## config.mk

```make
export PLATFORM = sky130hd
export DESIGN_NAME = bit_serial_adder
export DESIGN_NICKNAME = d
export VERILOG_FILES = /design/src/rtl/bit_serial_adder.sv
export SDC_FILE = /design/constraint.sdc
export NUM_CORES = 1
export LEC_CHECK = 0
export BUFFER_PORTS_ARGS = -buffer_cell sky130_fd_sc_hd__buf_2
export CAP_MARGIN = 30
export CORE_MARGIN = 2
export CORE_UTILIZATION = 53
export DETAILED_ROUTE_END_ITERATION = 8
export MAX_ROUTING_LAYER = met4
export PLACE_DENSITY = 0.74
export SLEW_MARGIN = 10
export SYNTH_ARGS = -nofsm -noshare
export SYNTH_HDL_FRONTEND = slang
export SYNTH_SLANG_ARGS = --single-unit
export TNS_END_PERCENT = 10
```

## constraint.sdc

```tcl
create_clock -name clk -period 1.5 [get_ports clk]
set_input_delay 0.15 -clock clk [delete_from_list [all_inputs] [get_ports clk]]
set_output_delay 0.15 -clock clk [all_outputs]
set_load 0.01 [all_outputs]
```

## src/rtl/bit_serial_adder.sv

```systemverilog
// Bit-serial adder: one full-add cell (two half-add stages plus a carry
// flop) reused over WIDTH cycles, LSB first, with a start/done handshake.
module bit_serial_adder #(
  parameter int WIDTH = 8
) (
  input  logic             clk,
  input  logic             rst_n,
  input  logic             start,
  input  logic [WIDTH-1:0] A,
  input  logic [WIDTH-1:0] B,
  input  logic             Cin,
  output logic             busy,
  output logic             done,
  output logic [WIDTH-1:0] Y,
  output logic             Cout
);

  localparam int CW = (WIDTH > 1) ? $clog2(WIDTH) : 1;

  typedef enum logic [1:0] {
    IDLE = 2'd0,
    RUN  = 2'd1,
    DONE = 2'd2
  } state_e;

  state_e state_q, state_d;

  logic [WIDTH-1:0] a_q, a_d;
  logic [WIDTH-1:0] b_q, b_d;
  logic [WIDTH-1:0] acc_q, acc_d;
  logic [WIDTH-1:0] y_q, y_d;
  logic [CW-1:0]    cnt_q, cnt_d;
  logic             carry_q, carry_d;
  logic             cout_q, cout_d;

  logic             accept;
  logic             last;
  logic             h1_s, h1_c;
  logic             h2_s, h2_c;
  logic             carry_nx;
  logic [WIDTH-1:0] acc_shift;

  assign accept = start && (state_q != RUN);
  assign last   = (state_q == RUN) &&
                  (cnt_q == CW'(WIDTH - 1));

  // First half-add on the operand bits, second folds in the carry.
  assign h1_s     = a_q[0] ^ b_q[0];
  assign h1_c     = a_q[0] & b_q[0];
  assign h2_s     = h1_s ^ carry_q;
  assign h2_c     = h1_s & carry_q;
  assign carry_nx = h1_c | h2_c;

  always_comb begin
    acc_shift            = acc_q >> 1;
    acc_shift[WIDTH-1]   = h2_s;
  end

  always_ff @(posedge clk) begin
    if (!rst_n) begin
      state_q <= IDLE;
    end else begin
      state_q <= state_d;
    end
  end

  always_comb begin
    state_d = state_q;
    unique case (state_q)
      IDLE, DONE: state_d = start ? RUN : IDLE;
      RUN:        if (last) state_d = DONE;
      default:    state_d = IDLE;
    endcase
  end

  always_comb begin
    busy = (state_q == RUN);
    done = (state_q == DONE);
  end

  always_comb begin
    a_d     = a_q;
    b_d     = b_q;
    acc_d   = acc_q;
    cnt_d   = cnt_q;
    carry_d = carry_q;
    y_d     = y_q;
    cout_d  = cout_q;
    if (accept) begin
      a_d     = A;
      b_d     = B;
      carry_d = Cin;
      cnt_d   = '0;
    end else if (state_q == RUN) begin
      a_d     = a_q >> 1;
      b_d     = b_q >> 1;
      carry_d = carry_nx;
      acc_d   = acc_shift;
      cnt_d   = cnt_q + CW'(1);
      if (last) begin
        y_d    = acc_shift;
        cout_d = carry_nx;
      end
    end
  end

  always_ff @(posedge clk) begin
    if (!rst_n) begin
      a_q     <= '0;
      b_q     <= '0;
      acc_q   <= '0;
      cnt_q   <= '0;
      carry_q <= 1'b0;
      y_q     <= '0;
      cout_q  <= 1'b0;
    end else begin
      a_q     <= a_d;
      b_q     <= b_d;
      acc_q   <= acc_d;
      cnt_q   <= cnt_d;
      carry_q <= carry_d;
      y_q     <= y_d;
      cout_q  <= cout_d;
    end
  end

  assign Y    = y_q;
  assign Cout = cout_q;

endmodule

```

==> results.sh, run 1 <==
export IMPL_status="finished clean"
export IMPL_cp_startpoint="state_q[1]$_SDFFE_PN0P_"
export IMPL_grt_max_degree=29
export IMPL_cp_max_fo=25
export IMPL_syn_area_per_cell_um2=8.44
export IMPL_antenna_cells=0
export IMPL_routabilityCongestion=0.728
export IMPL_cts_tree="built"
export IMPL_syn_to_final_growth_pct=14.0
export IMPL_hold_start="Cin"
export IMPL_grtUsageMet3=0.0659
export IMPL_wirelength_um=3230
export IMPL_cp_start_kind="flip-flop"
export IMPL_fin_crit_sh=0.918
export IMPL_synth_ff_type="dfxtp_1"
export IMPL_pin_count=31
export IMPL_fin_setup_tns_ns=0
export IMPL_min_path_type="in -> reg"
export IMPL_die_h_um=58.4
export IMPL_clockBufferDepth=2
export IMPL_start_util=0.565
export IMPL_critical_path_required_ns=1.35
export IMPL_track_usage=0.218
export IMPL_synthesis_nets=209
export IMPL_slew_headroom=0.780
export IMPL_grt_util_met1=0.242
export IMPL_fin_cells=248
export IMPL_grt_antenna_before_repair=0
export IMPL_clock_sinks=38
export IMPL_power_density_mw_per_mm2=1040
export IMPL_num_rows=19
export IMPL_cts_root_buf="clkbuf_4"
export IMPL_layout_cells_most_common="nand2_1"
export IMPL_yosysTopAreaCell="dfxtp_1"
export IMPL_reg2regPathDepth=5
export IMPL_drv_slew=0
export IMPL_ys_ff_latch=38
export IMPL_drive_gt1_frac=0.221
export IMPL_yosysWarnings=0
export IMPL_dp_cells=236
export IMPL_cp_end_kind="output pin"
export IMPL_vias=1355
export IMPL_maxCapViolations=0
export IMPL_worstPathArrival_ns=1.23
export IMPL_clkSlewWorstSetupHoldPaths_ns=0.11
export IMPL_max_vdd_ir_drop_uv=729
export IMPL_dpl_hpwl_um=2230
export IMPL_dr_pass1_iters=4
export IMPL_r2r_start="cnt_q[0]$_SDFFE_PP0P_"
export IMPL_synth_distinct_cells=28
export IMPL_routedWlPerCell_um=13.0
export IMPL_mappedNetlistArea_mm2=0.00157
export IMPL_utilization=0.644
export IMPL_met2_usage=0.363
export IMPL_crit_type="reg -> out"
export IMPL_cts_hold_buf=0
export IMPL_holdPathStages=3
export IMPL_drt_iter0_markers=31
export IMPL_ys_top_cells_by_area="dfxtp_1 48%, nand2_1 9.8%, a21oi_1 9.2%, nand3_1 6.4%, o21ai_0 4.8%"
export IMPL_async_flop_share=0
export IMPL_totalPowerFinal_mw=1.86
export IMPL_p_leak_nw=0.804
export IMPL_clock_latency_ns=0.34
export IMPL_h_tree_depth=2
export IMPL_fp_coreArea_mm2=0.00278
export IMPL_drt_vias_per_instance=5.46
export IMPL_fp_dieArea_mm2=0.00341
export IMPL_setup_ws_ns=0.123
export IMPL_final_nets=239
export IMPL_final_cell_mix="41 x nand2_1, 38 x dfxtp_1, 30 x buf_2"
export IMPL_hold_viol_final=0
export IMPL_grt_busiest_layer="met2"
export IMPL_grt_pass1_wl_um=5470
export IMPL_rsz0062_at_grt="no"
export IMPL_syn_inst=186
export IMPL_yosysSeqAreaShare=0.484
export IMPL_finClkSkew_ns=0.00476
export IMPL_period_minus_slack_ns=1.38
export IMPL_setup_viol=0
export IMPL_worstMarginPinSlew_ns=0.328
export IMPL_globalRouteOverflowTotal=0
export IMPL_port_buffers=30
export IMPL_drc=0
export IMPL_grt_pass1_vias=1304
export IMPL_dieWidth_um=58.4
export IMPL_synth_top_cell_area_share=0.484
export IMPL_maxClockFrequency_mhz=726
export IMPL_ant_nets=0
export IMPL_dp_slack_ns=0.168
export IMPL_numCtsBuffers=5
export IMPL_synth_edf_count=0
[worst max-delay path: stages, from the launching register on]
cell and delay, ns:
dfxtp_1 0.37, nand2b_4 0.22, clkinv_8 0.13, buf_2 0.16
[where the power goes]
part | switching, mW | internal, mW
registers | 0.0302 | 1.06
logic | 0.128 | 0.0967
clock network | 0.323 | 0.227
[cell usage after synthesis (2+ instances only)]
cell	number
o21ai_0	15
and2_1	2
clkbuf_1	6
a21boi_0	5
nand2_1	41
a21boi_1	4
nand3_1	20
ha_1	2
mux2i_1	2
nor2_1	3
dfxtp_1	38
buf_2	3
buf_4	2
a21oi_1	29
[worst paths after layout]
kind | slack [ns] | endpoint
max reg2reg | 0.15 | Y[5]$_SDFFE_PN0P_
max | 0.12 | busy
min reg2reg | 0.45 | Y[5]$_SDFFE_PN0P_
min | 0.04 | carry_q$_SDFFE_PN0P_
[sequential cells by signal, indices dropped and copies added (netlist names)]
name,count
a_q,8
state_q,2
b_q,8
acc_q,7
Y,8
cnt_q,3
carry_q,1
Cout,1
[metal layers]
layer	vias to the layer above	routed length [um]
met5	-	0
met4	0	65
met3	6	130
met2	32	1630
met1	625	1400
li1	692	-
[kinds of logic after synthesis]
family | share of synthesized area
AO/OA/AOI/OAI | 0.198
buffers and inverters | 0.0757
AND/OR/NAND/NOR | 0.201
multiplexers | 0.0127
flip-flops | 0.484
adder cells (fa/ha/maj) | 0.0287
[final cells by class]
| cell class | count | area, um^2 |
|---|---|---|
| sequential | 38 | 761 |
| multi-input combinational | 132 | 696 |
| tap | 31 | 38.8 |
| fill | 262 | 991 |
| inverter | 2 | 20.0 |
| timing repair buffer | 37 | 215 |
| clock buffer | 7 | 55.1 |
| clock inverter | 1 | 5.00 |
[through the flow]
stage / hold WS, ns / cell area, um^2
after floorplan: 0.284 / 1570
after global routing: 0.0201 / 1790
after detailed placement: 0.395 / 1700
final: 0.0390 / 1790
after CTS: 0.0300 / 1760
after global placement: 0.390 / 1700
[timing repair]
action                     CTS  global route
pin swaps                    0             0
setup buffers                0             4
setup endpoints to repair    1             1
resized for setup            1             0
Note: power is estimated with default switching activity, not from simulation.
==> inputs of run 2 (changes only) <==
--- a/config.mk
+++ b/config.mk
@@ -8,10 +8,11 @@
 export BUFFER_PORTS_ARGS = -buffer_cell sky130_fd_sc_hd__buf_2
 export CAP_MARGIN = 30
 export CORE_MARGIN = 2
-export CORE_UTILIZATION = 53
+export CORE_UTILIZATION = 54
+export CTS_BUF_LIST = sky130_fd_sc_hd__clkbuf_4
 export DETAILED_ROUTE_END_ITERATION = 8
 export MAX_ROUTING_LAYER = met4
-export PLACE_DENSITY = 0.74
+export PLACE_DENSITY = 0.75
 export SLEW_MARGIN = 10
 export SYNTH_ARGS = -nofsm -noshare
 export SYNTH_HDL_FRONTEND = slang
==> run 2 against run 1 <==
Clock skew decreased by 0.0016 ns. Die area shrank 1.7%. Worst setup slack improved by 0.025 ns. Critical path type unchanged. Largest cell class unchanged. Largest power group unchanged.
==> results.sh, run 2 (synthesis results as in run 1) <==
export IMPL_maxClockFrequency_mhz=740
export IMPL_grt_max_degree=29
export IMPL_slew_headroom=0.749
export IMPL_hold_start="A[7]"
export IMPL_dieWidth_um=57.9
export IMPL_crit_slowest_cell="dfxtp_1"
export IMPL_vias=1353
export IMPL_drc=0
export IMPL_clockBufferDepth=2
export IMPL_h_tree_depth=2
export IMPL_place_area_mm2=0.00168
export IMPL_rsz0062_at_grt="no"
export IMPL_max_vdd_ir_drop_uv=921
export IMPL_status="finished clean"
export IMPL_finClkSkew_ns=0.00316
export IMPL_cp_slowest_stage_delay_ns=0.37
export IMPL_fin_setup_tns_ns=0
export IMPL_layout_cells_most_common="nand2_1"
export IMPL_drt_iter0_markers=40
export IMPL_syn_to_final_growth_pct=12.4
export IMPL_fp_coreArea_mm2=0.00276
export IMPL_fin_cells=247
export IMPL_p_leak_nw=0.788
export IMPL_maxCapViolations=0
export IMPL_dp_cells=236
export IMPL_drt_vias_per_instance=5.48
export IMPL_crit_type="reg -> out"
export IMPL_port_buffers=30
export IMPL_grt_pass1_vias=1205
export IMPL_hold_viol_final=0
export IMPL_final_cell_area_mm2=0.00176
export IMPL_cp_start_kind="flip-flop"
export IMPL_period_minus_slack_ns=1.35
export IMPL_pin_count=31
export IMPL_ant_nets=0
export IMPL_track_usage=0.194
export IMPL_cp_max_fo=25
export IMPL_min_path_type="in -> reg"
export IMPL_dpl_hpwl_um=2000
export IMPL_fin_crit_sh=0.901
export IMPL_clock_sinks=38
export IMPL_whs_ns=0.0293
export IMPL_setup_viol=0
export IMPL_antenna_cells=0
export IMPL_cts_tree="built"
export IMPL_numCtsBuffers=5
export IMPL_routedWlPerCell_um=11.8
export IMPL_fp_dieArea_mm2=0.00336
export IMPL_grt_antenna_before_repair=0
export IMPL_drive_gt1_frac=0.218
export IMPL_routabilityCongestion=0.730
export IMPL_power_density_mw_per_mm2=1030
export IMPL_r2r_start="cnt_q[0]$_SDFFE_PP0P_"
export IMPL_num_rows=19
export IMPL_clkSlewWorstSetupHoldPaths_ns=0.11
export IMPL_cp_end_kind="output pin"
export IMPL_globalRouteOverflowTotal=0
export IMPL_start_util=0.569
export IMPL_worstPathArrival_ns=1.20
export IMPL_cts_hold_buf=0
export IMPL_wirelength_um=2900
export IMPL_cts_root_buf="clkbuf_4"
export IMPL_drv_slew=0
export IMPL_worstMarginPinSlew_ns=0.376
export IMPL_grt_pass1_wl_um=4900
export IMPL_cp_startpoint="state_q[1]$_SDFFE_PN0P_"
export IMPL_clock_latency_ns=0.35
export IMPL_final_cell_mix="41 x nand2_1, 38 x dfxtp_1, 30 x buf_2"
export IMPL_critical_path_required_ns=1.35
export IMPL_dr_pass1_iters=4
export IMPL_die_h_um=57.9
export IMPL_worstPathCellList="nand2b_4 -> clkinv_8 -> buf_2"
export IMPL_final_nets=238
## run 2: metrics by stage
step | setup WS (ns) | util | power (mW)
6_report | 0.148 | 0.640 | 1.81
5_1_grt | 0.0297 | 0.640 | 1.90
4_1_cts | 0.0273 | 0.632 | 1.82
3_5_place_dp | 0.179 | 0.610 | 1.31
3_3_place_gp | 0.219 | 0.610 | 1.30
2_1_floorplan | 0.257 | - | 1.27
## run 2: layout make-up
cell class / count / area (um^2)
Clock buffer: 5 / 37.5
Clock inverter: 3 / 16.3
Fill cell: 249 / 993
Inverter: 2 / 20.0
Multi-Input combinational cell: 132 / 696
Sequential cell: 38 / 761
Tap cell: 31 / 38.8
Timing Repair Buffer: 36 / 195
## run 2: report_power, final
| group | internal [mW] | switching (mW) | leakage [nW] |
|---|---|---|---|
| Combinational | 0.0901 | 0.120 | 0.449 |
| Clock | 0.174 | 0.338 | 0.0286 |
| Sequential | 1.06 | 0.0295 | 0.310 |
| Total | 1.32 | 0.487 | 0.788 |
## run 2: worst paths after layout
path,depth (start not counted),to,slack (ns)
setup / recovery,3,busy,0.15
hold / removal,3,a_q[7]$_SDFFE_PN0P_,0.03
setup reg to reg,5,Y[0]$_SDFFE_PN0P_,0.17
hold reg to reg,2,Y[2]$_SDFFE_PN0P_,0.45
## run 2: repair_timing
action	in CTS	in global routing
resized for setup	1	0
endpoints found under the setup margin	1	1
hold endpoints to repair	0	0
buffers inserted	0	3
## run 2: metal layers
| layer | part of all wire | track usage |
|---|---|---|
| met2 | 0.51 | 0.325 |
| met4 | 0.017 | 0.0797 |
| met5 | 0 | - |
| met1 | 0.41 | 0.212 |
| met3 | 0.062 | 0.0647 |
## run 2: critical path: cells and delay by family, from the launching register on
kind          cells  cell delay (ns)
buf+inv           2             0.28
simple gates      1             0.20
flops             1             0.37
